[src/rtl/jt7759_rom_arb.sv]
// Two-requester read arbiter in front of a single ROM port. Each requester
// keeps a one-entry latch, so repeat reads of the same address hit without
// touching the ROM.
module jt7759_rom_arb #(
  parameter int unsigned AW = 17,
  parameter int unsigned DW = 8
) (
  input  logic          rst,
  input  logic          clk,
  input  logic          a_cs,
  input  logic [AW-1:0] a_addr,
  output logic [DW-1:0] a_data,
  output logic          a_ok,
  input  logic          b_cs,
  input  logic [AW-1:0] b_addr,
  output logic [DW-1:0] b_data,
  output logic          b_ok,
  output logic          rom_cs,
  output logic [AW-1:0] rom_addr,
  input  logic [DW-1:0] rom_data,
  input  logic          rom_ok
);

  localparam logic [1:0] ST_IDLE   = 2'd0;
  localparam logic [1:0] ST_SETTLE = 2'd1;
  localparam logic [1:0] ST_WAIT   = 2'd2;
  localparam logic       GNT_A     = 1'b0;
  localparam logic       GNT_B     = 1'b1;

  logic [1:0]    state_q, state_d;
  logic          gnt_q, gnt_d;
  logic          last_q, last_d;
  logic          rom_cs_q, rom_cs_d;
  logic [AW-1:0] rom_addr_q, rom_addr_d;
  logic [AW-1:0] cap_addr_q, cap_addr_d;

  logic [AW-1:0] a_lat_addr_q, b_lat_addr_q;
  logic [DW-1:0] a_lat_data_q, b_lat_data_q;
  logic          a_lat_vld_q, b_lat_vld_q;
  logic          a_wr_d, b_wr_d;

  logic          a_pend, b_pend;
  logic          gnt_cs;
  logic [AW-1:0] gnt_addr;
  logic          abort;

  // Latch hit decode and request qualification
  assign a_ok     = a_cs & a_lat_vld_q & (a_lat_addr_q == a_addr);
  assign b_ok     = b_cs & b_lat_vld_q & (b_lat_addr_q == b_addr);
  assign a_data   = a_lat_data_q;
  assign b_data   = b_lat_data_q;
  assign rom_cs   = rom_cs_q;
  assign rom_addr = rom_addr_q;

  assign a_pend   = a_cs & ~a_ok;
  assign b_pend   = b_cs & ~b_ok;
  assign gnt_cs   = (gnt_q == GNT_B) ? b_cs   : a_cs;
  assign gnt_addr = (gnt_q == GNT_B) ? b_addr : a_addr;
  // A requester that lets go or moves its address mid-access cancels it
  assign abort    = ~gnt_cs | (gnt_addr != cap_addr_q);

  always_comb begin
    state_d    = state_q;
    gnt_d      = gnt_q;
    last_d     = last_q;
    rom_cs_d   = rom_cs_q;
    rom_addr_d = rom_addr_q;
    cap_addr_d = cap_addr_q;
    a_wr_d     = 1'b0;
    b_wr_d     = 1'b0;
    case (state_q)
      ST_IDLE: begin
        rom_cs_d = 1'b0;
        if (a_pend | b_pend) begin
          if (a_pend & b_pend) gnt_d = ~last_q;
          else                 gnt_d = b_pend ? GNT_B : GNT_A;
          last_d     = gnt_d;
          rom_addr_d = (gnt_d == GNT_B) ? b_addr : a_addr;
          cap_addr_d = rom_addr_d;
          rom_cs_d   = 1'b1;
          state_d    = ST_SETTLE;
        end
      end
      ST_SETTLE: begin
        if (abort) begin
          rom_cs_d = 1'b0;
          state_d  = ST_IDLE;
        end else begin
          state_d  = ST_WAIT;
        end
      end
      ST_WAIT: begin
        if (abort) begin
          rom_cs_d = 1'b0;
          state_d  = ST_IDLE;
        end else if (rom_ok) begin
          a_wr_d   = (gnt_q == GNT_A);
          b_wr_d   = (gnt_q == GNT_B);
          rom_cs_d = 1'b0;
          state_d  = ST_IDLE;
        end
      end
      default: begin
        rom_cs_d = 1'b0;
        state_d  = ST_IDLE;
      end
    endcase
  end

  always_ff @(posedge clk or posedge rst) begin
    if (rst) begin
      state_q    <= ST_IDLE;
      gnt_q      <= GNT_A;
      last_q     <= GNT_B;
      rom_cs_q   <= 1'b0;
      rom_addr_q <= '0;
      cap_addr_q <= '0;
    end else begin
      state_q    <= state_d;
      gnt_q      <= gnt_d;
      last_q     <= last_d;
      rom_cs_q   <= rom_cs_d;
      rom_addr_q <= rom_addr_d;
      cap_addr_q <= cap_addr_d;
    end
  end

  // Per-requester result latches, written only on a completed access
  always_ff @(posedge clk or posedge rst) begin
    if (rst) begin
      a_lat_addr_q <= '0;
      a_lat_data_q <= '0;
      a_lat_vld_q  <= 1'b0;
      b_lat_addr_q <= '0;
      b_lat_data_q <= '0;
      b_lat_vld_q  <= 1'b0;
    end else begin
      if (a_wr_d) begin
        a_lat_addr_q <= cap_addr_q;
        a_lat_data_q <= rom_data;
        a_lat_vld_q  <= 1'b1;
      end
      if (b_wr_d) begin
        b_lat_addr_q <= cap_addr_q;
        b_lat_data_q <= rom_data;
        b_lat_vld_q  <= 1'b1;
      end
    end
  end

endmodule

[config.mk]
export PLATFORM = sky130hd
export DESIGN_NAME = jt7759_rom_arb
export DESIGN_NICKNAME = d
export VERILOG_FILES = /design/src/rtl/jt7759_rom_arb.sv
export SDC_FILE = /design/constraint.sdc
export NUM_CORES = 1
export LEC_CHECK = 0
export CORE_MARGIN = 4
export CORE_UTILIZATION = 40
export DETAILED_ROUTE_END_ITERATION = 7
export PLACE_DENSITY = 0.65
export SETUP_SLACK_MARGIN = 0.4
export SLEW_MARGIN = 20
export SYNTH_ARGS = -nofsm -noshare
export SYNTH_HDL_FRONTEND = slang
export SYNTH_SLANG_ARGS = --single-unit
[constraint.sdc]
create_clock -name clk -period 5.8 [get_ports clk]
set_input_delay 0.87 -clock clk [delete_from_list [all_inputs] [get_ports clk]]
set_output_delay 0.87 -clock clk [all_outputs]
set_load 0.1 [all_outputs]
==> impl.org <==
** Clock network
- CTS H-Tree Depth :: 3
- Num Clock Sinks :: 74
- The number of gates resized after CTS was 0.
- Clock tree from TritonCTS :: yes
- Maximum buffer depth of the clock tree :: 2
- Clk root buf :: clkbuf_8
- CTS clk-pin slew, worst paths :: 0.08 ns
- Cts hold-fix bufs :: 0
- Clock network latency to the later pin of the worst-skew pair :: approximately 0.35 ns
- Buffers inserted during clock tree synthesis total 9.
- Total setup buffers inserted after CTS :: 0

** Synthesis
- After synthesis the cells add up to between 4000 and 5000 um2.
- Leading register cell type out of synthesis :: dfrtp_1
- Synth top area cells :: dfrtp_1 (45%), xnor2_1 (9.9%), mux2_2 (8.9%), mux2_4 (7.0%), mux2i_1 (4.2%)
- Instance count of the mapped netlist :: around 340
- Fraction of registers with async set or reset after synthesis :: 1.00
- For this run, the number of Yosys warnings is 0.
- Most repeated cell in the gate-level netlist after synthesis :: dfrtp_1
- The share of synthesized area in the top cell type comes to 0.450.
- Mapped Avg Cell Area :: around 12 um2
- The number of nets handed over by synthesis was between 300 and 400.
- After synthesis, the netlist uses 41 different library cells.
- dfrtp_1 takes more of the synthesized area than any other cell.
- Flip-flop and latch count after synthesis :: between 70 and 80
- By count the netlist is led by dfrtp_1 (73), xnor2_1 (46), mux2_2 (32).
- Yosys mapped a number of flops with a built-in enable equal to 0.
- Of the synthesized area, sequential elements account for 0.457.

** Finish
- Antenna diode instance count :: 0
- For this run, the number of standard cells in the final layout without fillers is 565.
- Cell area after layout :: 5200 um2
- Once layout is complete, the utilization of the core stands at 0.529.
- Nets@finish :: about 470
- Compared with the post-synthesis result, the final layout area differs by 28.2%.
- Fraction of final layout cells with drive strength greater than 1 :: 0.201

** Min path
- The worst hold path belongs to the class flip-flop to flip-flop.

** Setup path
- Crit Path Class :: input port to output pin
- STA classifies the critical path startpoint as an input port.
- Along the worst path, the maximum fanout reaches 3.
- Worst Path Required :: 4.93 ns
- Critical Path Sink Type :: output pin
- Arrival @ worst endpoint :: between 3 and 4 ns

** Timing
- For the pin with the worst max-slew slack, the measured transition is about 1.1 ns.
- Setup repair after global routing left no endpoint under its margin.
- Tightest slew margin relative to the limit :: 0.271
- Fmax :: 0.219 GHz
- Finish-stage setup viols :: 0
- Dividing the final minimum period by the clock period gives 0.788.
- The final hold violation count was 0.
- Max Slew Vio Count :: 0
- Setup TNS after final layout :: 0 ns
- After layout, the worst setup slack is between 1 and 1.5 ns.
- Minimum period implied by the final worst setup slack :: between 4 and 5 ns
- Between clock sinks in the finished design, the worst skew comes to 0.00943 ns.

** Route
- For this run, design rule violations remaining after detail routing come to 0.
- Total number of vias :: between 3000 and 4000
- Before antenna repair, the detailed router went through 5 iterations.
- The final layout contains routed wiring with a total length of about 11000 um.
- Using the TritonRoute via totals, the vias-per-cell ratio works out to around 5.5.
- The detail route stage leaves a number of antenna-violating nets equal to 0.
- For this block, the initial DRC count from the detailed router was 212.
- Dividing the detail-routed wire length by the instance count gives 20.1 um.

** Run
- The tool flagged a number of max-cap violations equal to 0.

** Status
- Run status :: finished clean

** Place
- After detailed placement, the design holds a cell count of ~550.
- Port buffering added 82 buffers.
- At the placement stage, the worst setup path has a slack of 1.32 ns.
- Post-Place Cell Area :: ~5000 um2
- GP Congestion :: roughly 0.97
- Detailed placement ended at an HPWL of about 8000 um.

** Global routing
- The number of global-route vias before repair is around 3200.
- Routing layer with the top usage in global route :: met2
- For this run, global-route usage on met1 was measured as 0.272.
- For this run, global-route usage on met3 was measured as 0.0367.
- Pin count of the biggest net entering global routing :: 39
- In the global route stage, overall resource usage came out at 0.198.
- The initial antenna violation count is 0.
- The first global-routing pass estimated roughly 18000 um of wire.
- Leftover overflow at the end of global routing :: 0
- For met2 alone, demand over resource in global routing was 0.316.

** Floorplan
- The die is between 100 and 150 um wide.
- Vertical die dimension :: about 110 um
- between 80 and 90 I/O pins were placed.
- Cell row count :: 36
- Area of the core :: between 9000 and 10000 um2
- For this configuration, the core starts out at a cell density of 0.413.
- Die area :: approximately 12000 um2

** Power and ir drop
- Cell Pwr Density :: roughly 320 nW/um2
- For this design the static power due to leakage is ~2.2 nW.
- VDD IR-drop max :: between 150 and 200 uV
-- logic make-up (layout without fill, tap and decap cells) --
logic type,after synthesis,after routing,share of synthesized area
AO/OA/AOI/OAI,42,42,0.0663
XOR/XNOR,52,52,0.112
buffers and inverters,17,107,0.0309
flip-flops,74,74,0.457
multiplexers,69,69,0.204
AND/OR/NAND/NOR,88,88,0.130
-- final timing paths --
| check | from | to | slack [ns] | cells after the start |
|---|---|---|---|---|
| setup / recovery | a_addr[5] | a_ok | 1.23 | 6 |
| hold / removal | b_lat_vld_q | b_lat_vld_q | 0.49 | 1 |
| setup reg to reg | gnt_q | a_lat_addr_q[4] | 2.38 | 5 |
| hold reg to reg | b_lat_vld_q | b_lat_vld_q | 0.49 | 1 |
| max in group asynchronous | rst | rom_cs | 3.81 | 3 |
| min in group asynchronous | rst | b_data[2] | 0.98 | 2 |
-- worst max-delay path: stages --
cell and delay, ns:
clkdlybuf4s50_1 0.47, xnor2_1 0.38, nand4_1 0.13, or3_1 0.43
nor2_1 0.24, clkdlybuf4s50_1 1.18
-- power breakdown --
group          switching, mW  leakage [nW]  total [mW]  internal (mW)
combinational          0.399          1.13       0.583          0.184
sequential            0.0707         0.979       0.623          0.552
clock                  0.207         0.105       0.448          0.241
-- per-layer routing --
metal	vias to the layer above	routed length, um	part of all wire
met4	0	179	0.016
met1	1552	5020	0.44
met3	17	808	0.071
met2	141	5360	0.47
li1	1424	-	-
met5	-	0	0
-- registers in the layout, indices dropped and copies added (netlist names) --
name          count
cap_addr_q       17
b_data            8
b_lat_addr_q     17
gnt_q             1
a_lat_addr_q     17
rom_cs            1
b_lat_vld_q       1
a_lat_vld_q       1
last_q            1
a_data            8
state_q           2
-- placed cells by master, fill, tap and decap left out, drive strengths merged, types with 2 or more instances in the layout --
cell and count:
clkdlybuf4s50 81, dfrtp 73, mux2 52, xnor2 46, a31oi 21, nand3 19, nor3 18, mux2i 17
o21ai 17, nand4 11, clkbuf 9, nor4 9, buf 8, nand2 7, xor2 6, nor2 6
or4 4, or3 3, nor3b 3, or2 3, clkinv 3, clkinvlp 2, bufinv 2, inv 2
-- final cells by class --
| type | count | area, um2 |
|---|---|---|
| inverter | 2 | 7.51 |
| multi-input combinational | 251 | 2080 |
| timing repair buffer | 89 | 871 |
| sequential | 74 | 1850 |
| tap | 133 | 166 |
| clock inverter | 7 | 93.8 |
| clock buffer | 9 | 124 |
| fill | 904 | 4620 |
-- per-stage QoR --
step                hold slack [ns]  power [mW]
floorplan                     0.435        1.04
global placement              0.457        1.21
detailed placement            0.457        1.21
CTS                           0.482        1.66
global route                  0.492        1.72
finish                        0.488        1.65
(Power assumes the default switching activity.)
